**src/rtl/cache_bus_arbiter.sv**
```systemverilog
// Common-bus arbiter for the MESI cache system.
// One processor-side transaction owns the bus at a time. Within that
// transaction, at most one data supplier (a snooping cache or memory)
// is granted Data_Bus_Com. Every output comes straight from a flop.
//
// state    | meaning
// ---------+---------------------------------------------------------
// IDLE     | no owner; all grants low; arbitrate pending proc requests
// PROC_OWN | one core owns the bus; no data supplier granted
// DATA_OWN | owner plus exactly one supplier (snoop cache or memory)
module cache_bus_arbiter #(
  parameter int NUM_PROC  = 8,
  parameter int NUM_SNOOP = 4,
  localparam int PW = $clog2(NUM_PROC),
  localparam int SW = $clog2(NUM_SNOOP)
) (
  input  logic                 clk,
  input  logic                 rst_n,
  input  logic [NUM_PROC-1:0]  Com_Bus_Req_proc,
  input  logic [NUM_SNOOP-1:0] Com_Bus_Req_snoop,
  input  logic                 Mem_snoop_req,
  output logic [NUM_PROC-1:0]  Com_Bus_Gnt_proc,
  output logic [NUM_SNOOP-1:0] Com_Bus_Gnt_snoop_vec,
  output logic                 Com_Bus_Gnt_snoop,
  output logic                 Mem_snoop_gnt,
  output logic [PW-1:0]        Bus_owner,
  output logic                 Bus_busy
);

  typedef enum logic [1:0] {
    IDLE     = 2'd0,
    PROC_OWN = 2'd1,
    DATA_OWN = 2'd2
  } state_t;

  state_t               state_q, state_d;
  logic [NUM_PROC-1:0]  gnt_proc_q, gnt_proc_d;
  logic [NUM_SNOOP-1:0] gnt_snoop_q, gnt_snoop_d;
  logic                 snoop_any_q, snoop_any_d;
  logic                 mem_gnt_q, mem_gnt_d;
  logic [PW-1:0]        owner_q, owner_d;
  logic                 busy_q, busy_d;
  logic [PW-1:0]        proc_ptr_q, proc_ptr_d;
  logic [SW-1:0]        snoop_ptr_q, snoop_ptr_d;

  logic [PW-1:0]        proc_win;
  logic [SW-1:0]        snoop_win;
  logic                 owner_req;
  logic                 supplier_req;

  // Round-robin pick: first requester strictly after ptr, wrapping.
  function automatic logic [PW-1:0] pick_proc(input logic [NUM_PROC-1:0] req,
                                              input logic [PW-1:0] ptr);
    logic [PW-1:0] pick;
    logic          found;
    int            t;
    pick  = ptr;
    found = 1'b0;
    for (int i = 1; i <= NUM_PROC; i++) begin
      t = int'(ptr) + i;
      if (t >= NUM_PROC) t = t - NUM_PROC;
      if (!found && req[PW'(t)]) begin
        pick  = PW'(t);
        found = 1'b1;
      end
    end
    return pick;
  endfunction

  function automatic logic [SW-1:0] pick_snoop(input logic [NUM_SNOOP-1:0] req,
                                               input logic [SW-1:0] ptr);
    logic [SW-1:0] pick;
    logic          found;
    int            t;
    pick  = ptr;
    found = 1'b0;
    for (int i = 1; i <= NUM_SNOOP; i++) begin
      t = int'(ptr) + i;
      if (t >= NUM_SNOOP) t = t - NUM_SNOOP;
      if (!found && req[SW'(t)]) begin
        pick  = SW'(t);
        found = 1'b1;
      end
    end
    return pick;
  endfunction

  assign proc_win     = pick_proc(Com_Bus_Req_proc, proc_ptr_q);
  assign snoop_win    = pick_snoop(Com_Bus_Req_snoop, snoop_ptr_q);
  assign owner_req    = Com_Bus_Req_proc[owner_q];
  // Granted supplier still asking; covers both the snoop and memory case.
  assign supplier_req = (|(gnt_snoop_q & Com_Bus_Req_snoop)) |
                        (mem_gnt_q & Mem_snoop_req);

  // Next-state and next-output decode; losing an owner beats everything.
  always_comb begin
    state_d     = state_q;
    gnt_proc_d  = gnt_proc_q;
    gnt_snoop_d = gnt_snoop_q;
    mem_gnt_d   = mem_gnt_q;
    owner_d     = owner_q;
    proc_ptr_d  = proc_ptr_q;
    snoop_ptr_d = snoop_ptr_q;

    case (state_q)
      IDLE: begin
        if (|Com_Bus_Req_proc) begin
          gnt_proc_d = '0;
          gnt_proc_d[proc_win] = 1'b1;
          owner_d    = proc_win;
          proc_ptr_d = proc_win;
          state_d    = PROC_OWN;
        end
      end
      PROC_OWN: begin
        if (!owner_req) begin
          gnt_proc_d  = '0;
          gnt_snoop_d = '0;
          mem_gnt_d   = 1'b0;
          owner_d     = '0;
          state_d     = IDLE;
        end else if (|Com_Bus_Req_snoop) begin
          gnt_snoop_d = '0;
          gnt_snoop_d[snoop_win] = 1'b1;
          snoop_ptr_d = snoop_win;
          state_d     = DATA_OWN;
        end else if (Mem_snoop_req) begin
          mem_gnt_d = 1'b1;
          state_d   = DATA_OWN;
        end
      end
      DATA_OWN: begin
        if (!owner_req) begin
          gnt_proc_d  = '0;
          gnt_snoop_d = '0;
          mem_gnt_d   = 1'b0;
          owner_d     = '0;
          state_d     = IDLE;
        end else if (!supplier_req) begin
          gnt_snoop_d = '0;
          mem_gnt_d   = 1'b0;
          state_d     = PROC_OWN;
        end
      end
      default: begin
        gnt_proc_d  = '0;
        gnt_snoop_d = '0;
        mem_gnt_d   = 1'b0;
        owner_d     = '0;
        state_d     = IDLE;
      end
    endcase

    busy_d      = |gnt_proc_d;
    snoop_any_d = |gnt_snoop_d;
  end

  // State and output registers; pointers reset to last index so 0 wins first.
  always_ff @(posedge clk or negedge rst_n) begin
    if (!rst_n) begin
      state_q     <= IDLE;
      gnt_proc_q  <= '0;
      gnt_snoop_q <= '0;
      snoop_any_q <= 1'b0;
      mem_gnt_q   <= 1'b0;
      owner_q     <= '0;
      busy_q      <= 1'b0;
      proc_ptr_q  <= PW'(NUM_PROC - 1);
      snoop_ptr_q <= SW'(NUM_SNOOP - 1);
    end else begin
      state_q     <= state_d;
      gnt_proc_q  <= gnt_proc_d;
      gnt_snoop_q <= gnt_snoop_d;
      snoop_any_q <= snoop_any_d;
      mem_gnt_q   <= mem_gnt_d;
      owner_q     <= owner_d;
      busy_q      <= busy_d;
      proc_ptr_q  <= proc_ptr_d;
      snoop_ptr_q <= snoop_ptr_d;
    end
  end

  assign Com_Bus_Gnt_proc      = gnt_proc_q;
  assign Com_Bus_Gnt_snoop_vec = gnt_snoop_q;
  assign Com_Bus_Gnt_snoop     = snoop_any_q;
  assign Mem_snoop_gnt         = mem_gnt_q;
  assign Bus_owner             = owner_q;
  assign Bus_busy              = busy_q;

endmodule
```
**config.mk**
```make
export PLATFORM = sky130hd
export DESIGN_NAME = cache_bus_arbiter
export DESIGN_NICKNAME = d
export VERILOG_FILES = /design/src/rtl/cache_bus_arbiter.sv
export SDC_FILE = /design/constraint.sdc
export NUM_CORES = 1
export LEC_CHECK = 0
export BUFFER_PORTS_ARGS = -buffer_cell sky130_fd_sc_hd__buf_2
export CORE_ASPECT_RATIO = 0.6
export CORE_UTILIZATION = 58
export CTS_CLUSTER_DIAMETER = 50
export CTS_CLUSTER_SIZE = 40
export DETAILED_ROUTE_END_ITERATION = 6
export HOLD_SLACK_MARGIN = 0.15
export PLACE_DENSITY = 0.81
export SLEW_MARGIN = 30
export SYNTH_ARGS = -nofsm -noshare
export SYNTH_HDL_FRONTEND = slang
export SYNTH_SLANG_ARGS = --single-unit
```
**constraint.sdc**
```tcl
create_clock -name clk -period 4.5 [get_ports clk]
set_clock_uncertainty 0.1 [all_clocks]
set_input_delay 0.9 -clock clk [delete_from_list [all_inputs] [get_ports clk]]
set_output_delay 0.9 -clock clk [all_outputs]
set_load 0.05 [all_outputs]
```
Word level (Yosys, flattened, before mapping):

Cells that the tools add are included.

* register bits after elaboration: 25
* input bits: 15
* word-level logic and storage cells: 208

* add/subtract/negate cells: 24
* equality and inequality tests: 8
* $lt $le $gt $ge: 29
* multiplexer cells: 100
* reduce and logical (&&, ||, !) cells: 34
* bitwise operators: 4

Operators by type and width (number)
* two-way mux 3 bit: 18
* two-way mux 1 bit: 42
* less-than comparator 3 x 5 -> 1 bit, second input constant: 8
* >= comparator 4 bit, second input constant: 7
* two-way mux 2 bit: 14
* binary-select mux 1 bit (select 3 bit): 9
* subtractor 3 x 1 -> 3 bit, second input constant: 8
* adder 3 x 3 -> 4 bit, second input constant: 4
* less-than comparator 2 x 4 -> 1 bit, second input constant: 4
* two-way mux 4 bit: 4
* two-way mux 8 bit: 2
* case mux 8 bit (2 select lines): 1
* OR reduction 8 bit: 2
* logical AND 1 bit: 12
* case mux 4 bit (3 select lines): 1
* OR reduction 4 bit: 3
* zero test 1 bit: 10
* >= comparator 3 bit, second input constant: 3
* != test 3 bit, second input constant: 3
* adder 3 x 2 -> 4 bit, second input constant: 2
* binary-select mux 1 bit (select 2 bit): 4
* less-than comparator 3 x 4 -> 1 bit, second input constant: 2
* subtractor 2 x 1 -> 2 bit, second input constant: 4
* adder 2 x 2 -> 3 bit, second input constant: 2
* 27 further kinds: 30

Logic depth before layout (Yosys ltp):

Gate-level depths: netlist (run 1).

* depth after elaboration: 35
* depth in mapped cells: 12

Worst setup path after synthesis (run 1):

OpenSTA, ideal clock, no wires.

* path kind: register to register
* from: register proc_ptr_q[0]
* to: register gnt_proc_q[4] (netlist: Com_Bus_Gnt_proc[4])
* stages on the path, launching flop included: 13
* library setup time: 0.095 ns
* slack: 0.911 ns
* data required time: 4.305 ns
* data arrival time: 3.393 ns
* buffers on the path: 3
* cells stage by stage: dfstp_2 > buf_6 > buf_4 > inv_1 > ha_1 > buf_1 > mux4_2 > mux2_4 > nor3_4 > nand2_4 > or4_1 > o31a_2 > o31ai_1

* longest elaborated chain between the ends: 34
* elaborated cells between the ends (all ways): 92
* those cells by class: add/sub: 16; order compare: 10; mux: 51; reduce/logical: 15

RTL lines
* start: declaration: RTL line 43 `logic [PW-1:0] proc_ptr_q, proc_ptr_d;`
* start signal: assignment: RTL line 168 `proc_ptr_q <= PW'(NUM_PROC - 1);`
* start signal: assignment: RTL line 178 `proc_ptr_q <= proc_ptr_d;`
* adder 3 x 1 -> 4 bit: RTL line 60 `t = int'(ptr) + i;`
* >= comparator 4 bit / subtractor 3 x 1 -> 3 bit (equally long branches): RTL line 61 `if (t >= NUM_PROC) t = t - NUM_PROC;`
* two-way mux 3 bit: RTL line 61
* binary-select mux 1 bit (select 3 bit): RTL line 62 `if (!found && req[PW'(t)]) begin`
* two-way mux 1 bit (not written as such) (2 in a row): RTL line 62
* two-way mux 1 bit: RTL line 62
* zero test 1 bit: RTL line 62
* logical AND 1 bit: RTL line 62
* [... 18 more ...]
* two-way mux 3 bit *: RTL line 62
* less-than comparator 3 x 4 -> 1 bit (not written as such) / >= comparator 3 x 1 -> 1 bit (equally long branches): RTL line 109 `gnt_proc_d[proc_win] = 1'b1;`
* logical AND 1 bit (not written as such): RTL line 109
* two-way mux 1 bit (not written as such): RTL line 109
* demux 1 bit (select 3 bit) *: RTL line 109
* two-way mux 8 bit *: RTL line 107 `if (|Com_Bus_Req_proc) begin`
* case mux 8 bit (2 select lines) *: RTL line 105 `case (state_q)`
* net gnt_proc_d[4]: RTL line 37 `logic [NUM_PROC-1:0] gnt_proc_q, gnt_proc_d;`
* end signal: assignment: RTL line 172 `gnt_proc_q <= gnt_proc_d;`
* end: declaration: RTL line 37

Mark *: on every way through the listed nets, which the timed path passes. The rest lies on a longest branch. The select of a mux whose other input is x is not followed.
A chain may end at the register's enable or synchronous reset.

Worst setup path after layout (run 1):

* from: register proc_ptr_q[1]
* to: register proc_ptr_q[2]

* longest elaborated chain between the ends: 28
* elaborated cells between the ends (all ways): 85
* those cells by class: add/sub: 16; order compare: 8; mux: 47; reduce/logical: 14

RTL lines (RTL line)
* adder 3 x 1 -> 4 bit: 60
* >= comparator 4 bit / subtractor 3 x 1 -> 3 bit (equally long branches): 61
* two-way mux 3 bit: 61
* binary-select mux 1 bit (select 3 bit): 62
* two-way mux 1 bit (not written as such) (2 in a row): 62
* two-way mux 1 bit: 62
* zero test 1 bit: 62
* logical AND 1 bit: 62
* [... 11 more ...]
* logical AND 1 bit: 62
* two-way mux 1 bit: 62
* zero test 1 bit: 62
* logical AND 1 bit: 62
* two-way mux 1 bit: 62
* zero test 1 bit: 62
* logical AND 1 bit: 62
* two-way mux 3 bit *: 62

Mark *: on every way between the ends. The rest lies on a longest branch, timed or not. The select of a mux whose other input is x is not followed.

==> results, run 1 <==
- Measured along the x axis, the die boundary spans 81.69 um.
- The post-synthesis register bit count is 25.
- The placed standard-cell area is 0.002375 mm^2.
- From synthesis to final layout, the design area changed by 9.683%.
- The number of buffers inserted by post-CTS setup repair is 0.
- The first-pass GRT wire length is roughly 9100 um.
- The worst-margin pin slew is 0.8327 ns.
- The library cell used most frequently in the layout, excluding fill and tap cells, is sky130_fd_sc_hd__buf_2.
- The worst hold slack is roughly 0.42 ns.
- Data on the critical path arrives at its endpoint at ~4.0 ns.
- The sum of negative setup slack is 0 ns.
- The critical path in this run is classified as reg -> reg.
- Of the synthesized area, sequential elements account for between 20% and 30%.
- After technology mapping, the gate count stands at 233.
- The first TritonRoute pass finished after 5 iterations.
- For this run, the top clock speed supported by timing is 255.5 MHz.
- The share of the clock period used by the worst path after layout is between 80% and 90%.
- The via count of the first global-routing pass was ~1700.
- Once the floorplan was initialized, standard cells occupied 64.17% of the core.
- CTS built an H-tree with a depth of 1.
- The remaining number of nets flagged by the antenna check after routing is 0.
- The flow ran to the end, and the final reports show no timing, DRC or antenna violations.
- The number of filler instances in the final layout is 272.
- The largest driver fanout on the critical path is 14.
- For this run, the leading register cell type out of synthesis is sky130_fd_sc_hd__dfrtp_1.
- Setup repair after global routing left no endpoint under its margin.
- After clock tree synthesis, the clock-pin slew on the worst setup and hold paths is about 0.090 ns.
- The number of placement rows is 16.
- The final cell utilization of the core is 70.39%.
- Counting the buffers created by CTS gives 3.
- The die area is 0.004069 mm^2.
- The total of warnings raised by yosys is 0.
- The initial antenna violation count is 0.
- After the first detailed-routing iteration, the DRC count stood at 267.
- For this block, the routed nets add up to 5744 um of wire.
- The worst hold path passes through 2 cells.
- Clock tree synthesis selected as its root buffer the cell sky130_fd_sc_hd__clkbuf_8.
- The data required time at the worst endpoint is approximately 4.6 ns.
- The number of enable-type register cells in the synthesized netlist is 0.
- The final number of setup-violating endpoints is 0.
- 33 I/O pins were placed.
- The netlist uses 53 different library cells.
- Entering global routing, the biggest net connects 26 pins.
- Port buffering added 32 buffers.
- The tool flagged a number of max-cap violations equal to 0.
- The max-slew violation count is 0.
- The mean area per synthesized cell is 9.483 um^2.
- The hold buffer count at cts is 0.
- In this run the tightest slew margin relative to its limit is 44.31%.
- The die is between 40 and 50 um tall.
- The final instance area is between 0.002 and 0.0025 mm^2.
- After floorplanning, the core was sized to cover around 0.0034 mm^2.
- The depth of the worst register-to-register path is 9.
- Summing over every cut layer, the via total after detailed routing is 2074.
- The number of DRC violations after detailed routing is 0.
- Dividing the detail-routed wire length by the instance count gives 18.96 um.
- The largest buffer count on any clock path is 2.
- The HPWL after detailed placement is 4402 um.
- In the layout the commonest cells are 32 x sky130_fd_sc_hd__buf_2, 26 x sky130_fd_sc_hd__nand2_1, 20 x sky130_fd_sc_hd__dfrtp_1.
- Global routing used roughly 30% of the available tracks.
- The clock reaches the later pin of the worst-skew pair after 0.28 ns.
- The worst setup path is launched from a flip-flop.
- Counting I/O delays and the setup requirement, the final critical path takes just under 4 ns.
- The fraction of layout cells with a size suffix above 1 is 27.52%.
- For this run, the post-layout net count is 280.
- The netlist area before placement is 0.002210 mm^2.
- The fraction of registers with async set or reset after synthesis is 100.0%.
- STA classifies the critical path endpoint as a flip-flop.
- The number of gates resized after cts is 0.
- The repair_antennas step left the layout with diodes totalling 0.
- The residual overflow from global routing is 0.
- The number of nets in the synthesized netlist is 254.
- The ratio of routed vias to standard cells is 6.845.
- The path class of the tightest hold or removal check is reg -> reg.
- The total count of hold-check failures in the final report is 0.
- CTS saw 25 sinks.
- TritonCTS built the clock tree.
- The final weighted congestion in routability-driven placement is between 0.9 and 1.
==> registers in the layout, summed over array words and instances, names as in the netlist <==
register / cells
proc_ptr_q: 3
Com_Bus_Gnt_snoop: 1
Bus_owner: 3
state_q: 2
snoop_ptr_q: 2
Bus_busy: 1
Com_Bus_Gnt_snoop_vec: 4
Com_Bus_Gnt_proc: 8
Mem_snoop_gnt: 1
==> cell usage after synthesis, types with 6 or more instances <==
| library cell | instances | area share (%) |
|---|---|---|
| sky130_fd_sc_hd__nand2_1 | 26 | 4.4 |
| sky130_fd_sc_hd__dfrtp_1 | 20 | 23 |
| sky130_fd_sc_hd__mux2i_1 | 15 | 6.8 |
| sky130_fd_sc_hd__nor2_1 | 14 | 2.4 |
| sky130_fd_sc_hd__a21oi_1 | 12 | 2.7 |
| sky130_fd_sc_hd__inv_1 | 11 | 1.9 |
| sky130_fd_sc_hd__mux2_2 | 11 | 5.6 |
| sky130_fd_sc_hd__mux4_2 | 10 | 10 |
| sky130_fd_sc_hd__o31ai_1 | 7 | 2.4 |
| sky130_fd_sc_hd__ha_1 | 6 | 3.4 |
| sky130_fd_sc_hd__nor4_1 | 6 | 1.7 |
| sky130_fd_sc_hd__o21ai_0 | 6 | 1.4 |
==> area by class of cell <==
class	count	area, um^2	share of cell area [%]
multi-input cells	184	1474	60.82
flip-flops and latches	25	631.9	26.07
repair buffers	33	167.7	6.918
well taps	45	56.30	2.323
inverters	12	45.04	1.859
clock buffers	3	41.29	1.704
clock inverters	1	7.507	0.3098
==> through the flow <==
step / setup WS (ns) / cells
after global routing: 0.4329 / 303
after global placement: 0.9028 / 299
after CTS: 0.6642 / 303
after floorplan: 0.9112 / 233
final: 0.5862 / 303
after detailed placement: 0.6803 / 299
==> critical path, cell delays in order, from the launching register on <==
cell	delay (ns)
sky130_fd_sc_hd__dfstp_2	0.70
sky130_fd_sc_hd__inv_2	0.16
sky130_fd_sc_hd__ha_1	0.59
sky130_fd_sc_hd__mux4_2	0.64
sky130_fd_sc_hd__a221oi_1	0.26
sky130_fd_sc_hd__a31oi_1	0.08
sky130_fd_sc_hd__a2111oi_0	0.44
sky130_fd_sc_hd__a311oi_1	0.14
sky130_fd_sc_hd__o32ai_1	0.45
sky130_fd_sc_hd__mux2_2	0.29
==> final timing paths <==
path,to,slack [ns],startpoint
max,proc_ptr_q[2]$_DFFE_PN1P_,0.59,proc_ptr_q[1]$_DFFE_PN1P_
min,Com_Bus_Gnt_proc[6]$_DFF_PN0_,0.42,Com_Bus_Gnt_proc[6]$_DFF_PN0_
max reg2reg,proc_ptr_q[2]$_DFFE_PN1P_,0.59,proc_ptr_q[1]$_DFFE_PN1P_
min reg2reg,Com_Bus_Gnt_proc[6]$_DFF_PN0_,0.42,Com_Bus_Gnt_proc[6]$_DFF_PN0_
max in group asynchronous,snoop_ptr_q[0]$_DFFE_PN1P_,3.43,rst_n
min in group asynchronous,Com_Bus_Gnt_proc[2]$_DFF_PN0_,0.49,rst_n
==> layer usage <==
| layer | GRT usage [%] | vias to the layer above | wire length (um) |
|---|---|---|---|
| li1 | - | 965 | - |
| met1 | 53.74 | 978 | 2936 |
| met2 | 34.03 | 122 | 2147 |
| met3 | 8.704 | 9 | 626 |
| met4 | 5.263 | 0 | 34 |
| met5 | 0 | - | 0 |
==> kinds of logic (layout without fill, tap and decap cells) <==
group,after synthesis,in the layout,share of synthesized area (%)
flops,25,25,28.60
mux,37,37,23.27
buf+inv,24,49,4.700
simple gates,62,62,13.42
compound gates,73,73,24.24
xor+xnor,6,6,2.378
fa+ha+maj,6,6,3.397
Power of run 1 is not shown: default switching activity piles up to over one toggle a cycle in this logic, so the estimate is an artifact.
==> run 2, diff against run 1 <==
--- a/config.mk
+++ b/config.mk
@@ -6,4 +6,5 @@
 export NUM_CORES = 1
 export LEC_CHECK = 0
+export ABC_CLOCK_PERIOD_IN_PS = 4500
 export BUFFER_PORTS_ARGS = -buffer_cell sky130_fd_sc_hd__buf_2
 export CORE_ASPECT_RATIO = 0.6
==> constraint.sdc (replaced) <==
create_clock -name clk -period 4.5 [get_ports clk]
set_clock_uncertainty 0.1 [all_clocks]
set_input_delay 0.45 -clock clk [delete_from_list [all_inputs] [get_ports clk]]
set_output_delay 0.45 -clock clk [all_outputs]
set_load 0.05 [all_outputs]
==> run 2 against run 1 <==
  * Die area stayed put
  * Sequential cell count stayed put
  * Core utilization is 0.29 points higher
  * Largest cell class unchanged
==> results, run 2 (synthesis results as in run 1) <==
- The number of buffers inserted by post-CTS setup repair is 0 (unchanged).
- The arrival time at the worst endpoint is 3.98 ns (-0.05 ns).
- Setup repair after global routing left no endpoint under its margin.
- After global routing, the most crowded layer is met1.
- The ratio of routed vias to standard cells was 6.938 (+1.4%).
- The cell with the largest stage delay on the worst path is sky130_fd_sc_hd__dfstp_2.
- The worst relative slew slack came to 40.51% (-3.8 points).
- The TritonCTS buffer count is 3 (unchanged).
- Leaving out fill and tap cells, the most frequent cells in the layout are 32 x sky130_fd_sc_hd__buf_2, 26 x sky130_fd_sc_hd__nand2_1, 20 x sky130_fd_sc_hd__dfrtp_1.
- The flip-flop count of the largest register after layout is 8 (unchanged).
- The die extent in y is 49.81 um (unchanged).
- The initial antenna violation count was 0 (unchanged).
- The global routing usage on met2 was 34.03% (unchanged).
- STA classifies the critical path endpoint as a flip-flop.
- The residual overflow from global routing was 0 (unchanged).
- The met3 usage is 8.704% (unchanged).
- The number of DRC violations after detailed routing was 0 (unchanged).
- The horizontal extent of the die came to 81.69 um (unchanged).
- The final setup slack of the worst path is 0.5502 ns (-0.03607 ns).
- The HPWL after detailed placement is 4402 um (unchanged).
- The total count of hold-check failures in the final report came to 0 (unchanged).
- The clock input transition at the sequential cells of the worst setup and hold paths was 0.09 ns (about the same).
- The most common library cell in the layout ignoring fill and taps is sky130_fd_sc_hd__buf_2.
- The number of antenna repair diodes is 0 (unchanged).
- The quantity of I/O buffers inserted on ports is 32 (unchanged).
- The number of clock sinks is 25 (unchanged).
- The sum of negative setup slack is 0 ns (unchanged).
- The final weighted congestion in routability-driven placement is 0.9090 (unchanged).
- The footprint of the flip-flops and latches is 631.9 um^2 (unchanged).
- The critical path in this run is classified as reg -> reg.
- The maximum number of pins on one net before global-route repair is 26 (unchanged).
- The via count of the first global-routing pass came to 1680 (unchanged).
- The maximum achievable frequency is 253.2 MHz (-0.91%).
- The clock latency of the later-clocked register in the worst-skew pair is 0.28 ns (about the same).
- The worst setup slack after placement was 0.6803 ns (unchanged).
- The routed length per placed instance is 19.11 um (+0.78%).
- The total wire length after detailed routing is 5808 um (+1.1%).
- The worst setup path is launched from a flip-flop.
- The starting density of the core was 64.17% (unchanged).
- Walking the worst path, the cells encountered are inv_2 -> ha_1 -> mux4_2 -> a221oi_1 -> a31oi_1 -> a2111oi_0 -> a311oi_1 -> o32ai_1 -> o41ai_1.
- The largest driver fanout on the critical path is 14 (unchanged).
- The max-cap violation count is 0 (unchanged).
- The first-pass GRT wire length is 9121 um (unchanged).
- TritonCTS built the clock tree.
- The shortest period the worst path allows is 3.950 ns (+0.03607 ns).
- The peak per-stage delay on the critical path came to 0.70 ns (about the same).
- The final number of setup-violating endpoints is 0 (unchanged).
- The detailed-routing iteration count for the pre-antenna-repair pass is 5 (unchanged).
- The worst-margin pin slew is 0.8896 ns (+0.05687 ns).
- The worst hold path belongs to the class in -> reg.
- The number of filler instances in the final layout is 271 (-0.37%).
- The signed area change from the synthesized netlist to the final layout is 10.14%.
- The die area is 0.004069 mm^2 (unchanged).
- The total I/O pin count was 33 (unchanged).
- The fraction of layout cells with a size suffix above 1 came to 27.41% (-0.11 points).
- The area of the core was 0.003443 mm^2 (unchanged).
- The remaining number of nets flagged by the antenna check after routing is 0 (unchanged).
- The run finished with clean final reports.
- The final net count is 281 (+0.36%).
- The count of routing violations after the opening detailed-route iteration is 249 (-6.7%).
- The root buffer cell is sky130_fd_sc_hd__clkbuf_8.
- The number of placement rows is 16 (unchanged).
- The area of combinational cells with multiple inputs came to 0.001474 mm^2 (unchanged).
- The max-slew violation count is 0 (unchanged).
- The met1 track demand over resource is 53.74% (unchanged).
- The share of the clock period used by the worst path after layout came to 87.77% (+0.80 points).
- The count of vias placed by the detailed router is 2109 (+1.7%).
- The data required time at the worst endpoint is 4.53 ns (-0.09 ns).
- The maximum level of the CTS H-tree is 1 (unchanged).
- The largest buffer count on any clock path is 2 (unchanged).
- The final cell utilization of the core came to 70.68% (+0.29 points).
- The global router's overall resource usage came to 30.34% (unchanged).
[run 2: layout make-up]
class / count / area share [%]
clock buffers: 3 / 1.697
multi-input cells: 184 / 60.57
inverters: 12 / 1.851
well taps: 45 / 2.314
clock inverters: 1 / 0.3085
repair buffers: 34 / 7.301
flip-flops and latches: 25 / 25.96
[run 2: repair_timing]
| action | CTS | global route |
|---|---|---|
| hold endpoints to repair | 20 | 0 |
| resized for setup | 0 | 0 |
| setup endpoints to repair | 0 | 0 |
| hold buffers | 1 | 0 |
[run 2: path summary, 6_finish.rpt]
| path | to | startpoint | slack (ns) | cells after the start |
|---|---|---|---|---|
| hold / removal | Mem_snoop_gnt$_DFFE_PN0P_ | Mem_snoop_req | 0.40 | 3 |
| min in group asynchronous | Com_Bus_Gnt_proc[2]$_DFF_PN0_ | rst_n | 0.58 | 2 |
| setup reg to reg | Com_Bus_Gnt_proc[2]$_DFF_PN0_ | proc_ptr_q[1]$_DFFE_PN1P_ | 0.55 | 9 |
| max in group asynchronous | snoop_ptr_q[0]$_DFFE_PN1P_ | rst_n | 3.35 | 2 |
| hold reg to reg | Com_Bus_Gnt_proc[7]$_DFF_PN0_ | Com_Bus_Gnt_proc[7]$_DFF_PN0_ | 0.42 | 2 |
| setup / recovery | Com_Bus_Gnt_proc[2]$_DFF_PN0_ | proc_ptr_q[1]$_DFFE_PN1P_ | 0.55 | 9 |
[run 2: per-layer routing]
layer	vias to the layer above	wire (um)	part of all wire [%]
li1	964	-	-
met1	1003	2834	49
met2	135	2199	38
met3	7	748	13
met4	0	25	0.43
met5	-	0	0
[run 2: through the flow]
stage	std cells	hold slack [ns]	instance area (um^2)
2_1_floorplan	233	0.05441	2210
3_3_place_gp	299	0.3597	2375
3_5_place_dp	299	0.3640	2375
4_1_cts	304	0.3875	2434
5_1_grt	304	0.4165	2434
6_report	304	0.3955	2434
[run 2: worst max-delay path: cells and delay by family (launching register included)]
family,cells,cell delay [ns]
DFF,1,0.70
buffers and inverters,1,0.16
AOI/OAI and AO/OA,6,1.60
muxes,1,0.64
adders and majority gates,1,0.59
Power of run 2 is left out for the same reason.
==> run 3, diff against run 2 <==
Settings changed: ABC_AREA from default to 1, ABC_CLOCK_PERIOD_IN_PS 4500 to 4100.
Clock period 4.5 ns to 4.1 ns, I/O delays scaled along.
==> run 3 against run 2 <==
  * Routed wire length about the same
  * First-iteration DRC count fell by 22%
  * Count of clock-buffer cells in the layout stayed put
  * Sequential share of layout area is 1.1 points lower
  * Final cell count is 43% higher
  * Maximum frequency rose by 18%
  * Largest cell class unchanged
  * Via count up 15%
  * Hold slack gained 0.060 ns
  * Register-to-register slack better by 0.19 ns
  * Critical path depth up 11
  * Global-route usage fell by 0.64 points
  * Core utilization fell by 2.8 points
==> results, run 3 <==
- The run finished with clean final reports.
- The data required time at the worst endpoint is 4.17 ns (-0.36 ns).
- The ratio of routed vias to standard cells is 5.565 (-20%).
- In the synthesized netlist, the cells that appear most often are 127 x sky130_fd_sc_hd__nand2_1, 44 x sky130_fd_sc_hd__inv_1, 44 x sky130_fd_sc_hd__nand3_1.
- In the synthesized netlist the dominant register cell turns out to be sky130_fd_sc_hd__dfrtp_1.
- The maximum level of the CTS H-tree is 1 (unchanged).
- Setup repair after global routing left no endpoint under its margin.
- Clock tree synthesis selected as its root buffer the cell sky130_fd_sc_hd__clkbuf_8.
- The final number of setup-violating endpoints came to 0 (unchanged).
- The detailed-routing iteration count for the pre-antenna-repair pass is 6 (+1).
- The number of DRC violations after detailed routing is 0 (unchanged).
- The clock input transition at the sequential cells of the worst setup and hold paths is 0.09 ns (about the same).
- The post-synthesis register bit count is 25 (unchanged).
- The total count of hold-check failures in the final report is 0 (unchanged).
- The flip-flop count of the largest register after layout is 8 (unchanged).
- The worst relative slew slack is 60.03% (+20 points).
- The top-area cell type share of the netlist area is 21.69% (-0.96 points).
- The number of clock sinks is 25 (unchanged).
- The total of warnings raised by yosys is 0 (unchanged).
- The total nets after synthesis is 377 (+48%).
- The number of gates resized after cts is 0 (unchanged).
- The mean area per synthesized cell came to 6.481 um^2 (-32%).
- The shortest period the worst path allows is 3.357 ns (-0.5929 ns).
- The number of enable-type register cells in the synthesized netlist came to 0 (unchanged).
- The worst hold path begins at snoop_ptr_q[1]$_DFFE_PN1P_.
- The netlist area before placement came to 0.002307 mm^2 (+4.4%).
- The die area was 0.004243 mm^2 (+4.3%).
- The count of routing violations after the opening detailed-route iteration is 195 (-22%).
- The residual overflow from global routing is 0 (unchanged).
- The total I/O pin count is 33 (unchanged).
- The signed area change from the synthesized netlist to the final layout is 10.20% (about the same).
- The first-pass GRT wire length is 10050 um (+10%).
- The area of the core is 0.003744 mm^2 (+8.7%).
- STA classifies the critical path startpoint as a flip-flop.
- The worst register-to-register path begins at proc_ptr_q[0]$_DFFE_PN1P_.
- The share of the clock period used by the worst path after layout is 81.88% (-5.9 points).
- The synthesized design spends more area on one cell type than any other, namely sky130_fd_sc_hd__dfrtp_1.
- STA classifies the critical path endpoint as a flip-flop.
- The TritonCTS buffer count is 3 (unchanged).
- The largest driver fanout on the critical path came to 14 (unchanged).
- The final net count is 409 (+46%).
- The fraction of registers with async set or reset after synthesis came to 100.0% (unchanged).
- The maximum number of pins on one net before global-route repair is 26 (unchanged).
- The number of placement rows is 17 (+1).
- The worst setup slack after placement is 0.8128 ns (+0.1325 ns).
- The maximum achievable frequency came to 297.9 MHz (+18%).
- In the layout the commonest cells are 127 x sky130_fd_sc_hd__nand2_1, 44 x sky130_fd_sc_hd__inv_1, 44 x sky130_fd_sc_hd__nand3_1.
- The clock latency of the later-clocked register in the worst-skew pair is 0.27 ns (about the same).
- The global router's overall resource usage was 29.70% (-0.64 points).
- TritonCTS built the clock tree.
- The max-cap violation count is 0 (unchanged).
- The final weighted congestion in routability-driven placement is 0.9637 (+6.0%).
- The routed length per placed instance was 13.38 um (-30%).
- The most repeated cell in the gate-level netlist after synthesis is sky130_fd_sc_hd__nand2_1.
- The HPWL after detailed placement is 4618 um (+4.9%).
- The starting density of the core came to 61.63% (-2.5 points).
- The total wire length after detailed routing is 5806 um (about the same).
- The quantity of I/O buffers inserted on ports is 32 (unchanged).
- The initial antenna violation count is 0 (unchanged).
- By area the synthesized netlist is led by sky130_fd_sc_hd__dfrtp_1 22%, sky130_fd_sc_hd__nand2_1 21%, sky130_fd_sc_hd__nand3_1 9.5%.
- The sum of negative setup slack is 0 ns (unchanged).
- The remaining number of nets flagged by the antenna check after routing came to 0 (unchanged).
- The hold buffer count at cts came to 1 (unchanged).
- The arrival time at the worst endpoint was 3.43 ns (-0.55 ns).
- The die extent in y is 50.86 um (+2.1%).
- The count of vias placed by the detailed router was 2415 (+15%).
- The number of filler instances in the final layout is 328 (+21%).
- Leaving out fill and tap cells, the most frequent cell in the layout is sky130_fd_sc_hd__nand2_1.
- The max-slew violation count is 0 (unchanged).
- The via count of the first global-routing pass was 2117 (+26%).
- The final setup slack of the worst path came to 0.7430 ns (+0.1929 ns).
- The critical path in this run is classified as reg -> reg.
- The number of standard cells after synthesis was 356 (+53%).
- The number of buffers inserted by post-CTS setup repair was 0 (unchanged).
- The timing startpoint of the critical path is proc_ptr_q[0]$_DFFE_PN1P_.
- The worst-margin pin slew is 0.5941 ns (-0.2955 ns).
- The fraction of layout cells with a size suffix above 1 is 20.41% (-7.0 points).
- The distinct cell type count after synthesis is 38 (-28%).
- The classification of the worst-slack hold path is reg -> reg.
- The horizontal extent of the die was 83.43 um (+2.1%).
- The number of antenna repair diodes is 0 (unchanged).
- The share of the yosys chip area belonging to registers came to 27.39% (-1.2 points).
- The largest buffer count on any clock path is 2 (unchanged).
## run 3: worst paths after layout
path,endpoint,slack [ns],cells past startpoint
max in group asynchronous,proc_ptr_q[1]$_DFFE_PN1P_,2.98,2
min in group asynchronous,Com_Bus_Gnt_proc[0]$_DFF_PN0_,0.55,2
setup / recovery,Bus_busy$_DFF_PN0_,0.74,20
hold reg to reg,snoop_ptr_q[1]$_DFFE_PN1P_,0.46,2
hold / removal,snoop_ptr_q[1]$_DFFE_PN1P_,0.46,2
setup reg to reg,Bus_busy$_DFF_PN0_,0.74,20
## run 3: area by class of cell
| cell class | instances | area, um^2 | area share, % |
|---|---|---|---|
| clock buffers | 3 | 41.29 | 1.624 |
| flip-flops and latches | 25 | 631.9 | 24.85 |
| well taps | 47 | 58.81 | 2.313 |
| clock inverters | 1 | 8.758 | 0.3445 |
| repair buffers | 33 | 170.2 | 6.693 |
| inverters | 52 | 195.2 | 7.677 |
| multi-input cells | 273 | 1436 | 56.50 |
## run 3: logic make-up (layout without fill, tap and decap cells)
| kind of cell | count (synthesis) | after routing | synth area share, % |
|---|---|---|---|
| buffers and inverters | 58 | 89 | 10.36 |
| adders and majority gates | 6 | 6 | 3.254 |
| xor gates and xnor gates | 6 | 6 | 2.604 |
| AOI/OAI and AO/OA | 42 | 42 | 11.33 |
| DFF | 25 | 25 | 27.39 |
| and+or+nand+nor | 219 | 219 | 45.07 |
## run 3: metrics by stage
step	area (um^2)	utilization, %	hold WS, ns	cells
finish	2542	67.91	0.4560	434
CTS	2542	67.91	0.4521	434
detailed placement	2482	66.31	0.3231	429
global placement	2482	66.31	0.3186	429
global route	2542	67.91	0.4851	434
floorplan	2307	-	0.01441	356
## run 3: critical path, cell delays in order, from the launching register on
cell	delay [ns]
sky130_fd_sc_hd__dfstp_2	0.70
sky130_fd_sc_hd__inv_2	0.18
sky130_fd_sc_hd__ha_1	0.48
sky130_fd_sc_hd__inv_2	0.18
sky130_fd_sc_hd__nand3_1	0.09
sky130_fd_sc_hd__nand2_1	0.13
sky130_fd_sc_hd__nand2_1	0.07
sky130_fd_sc_hd__nand2_1	0.20
sky130_fd_sc_hd__nand3_1	0.11
sky130_fd_sc_hd__nor2_1	0.13
sky130_fd_sc_hd__nand3_1	0.09
sky130_fd_sc_hd__nand3_1	0.13
sky130_fd_sc_hd__nand2_1	0.06
sky130_fd_sc_hd__nand2_1	0.05
sky130_fd_sc_hd__nand2_1	0.10
sky130_fd_sc_hd__nand3_1	0.10
sky130_fd_sc_hd__nand2_1	0.06
sky130_fd_sc_hd__nand2_1	0.08
sky130_fd_sc_hd__nand2_1	0.07
sky130_fd_sc_hd__nor2_1	0.10
sky130_fd_sc_hd__nand2_1	0.05
## run 3: per-layer routing
layer	global-route usage [%]	vias to the layer above	routed length [um]
met2	40.16	102	2170
met1	47.68	1095	3039
met4	3.955	0	17
li1	-	1216	-
met3	7.593	2	578
met5	0	-	0
Power of run 3 is left out for the same reason.
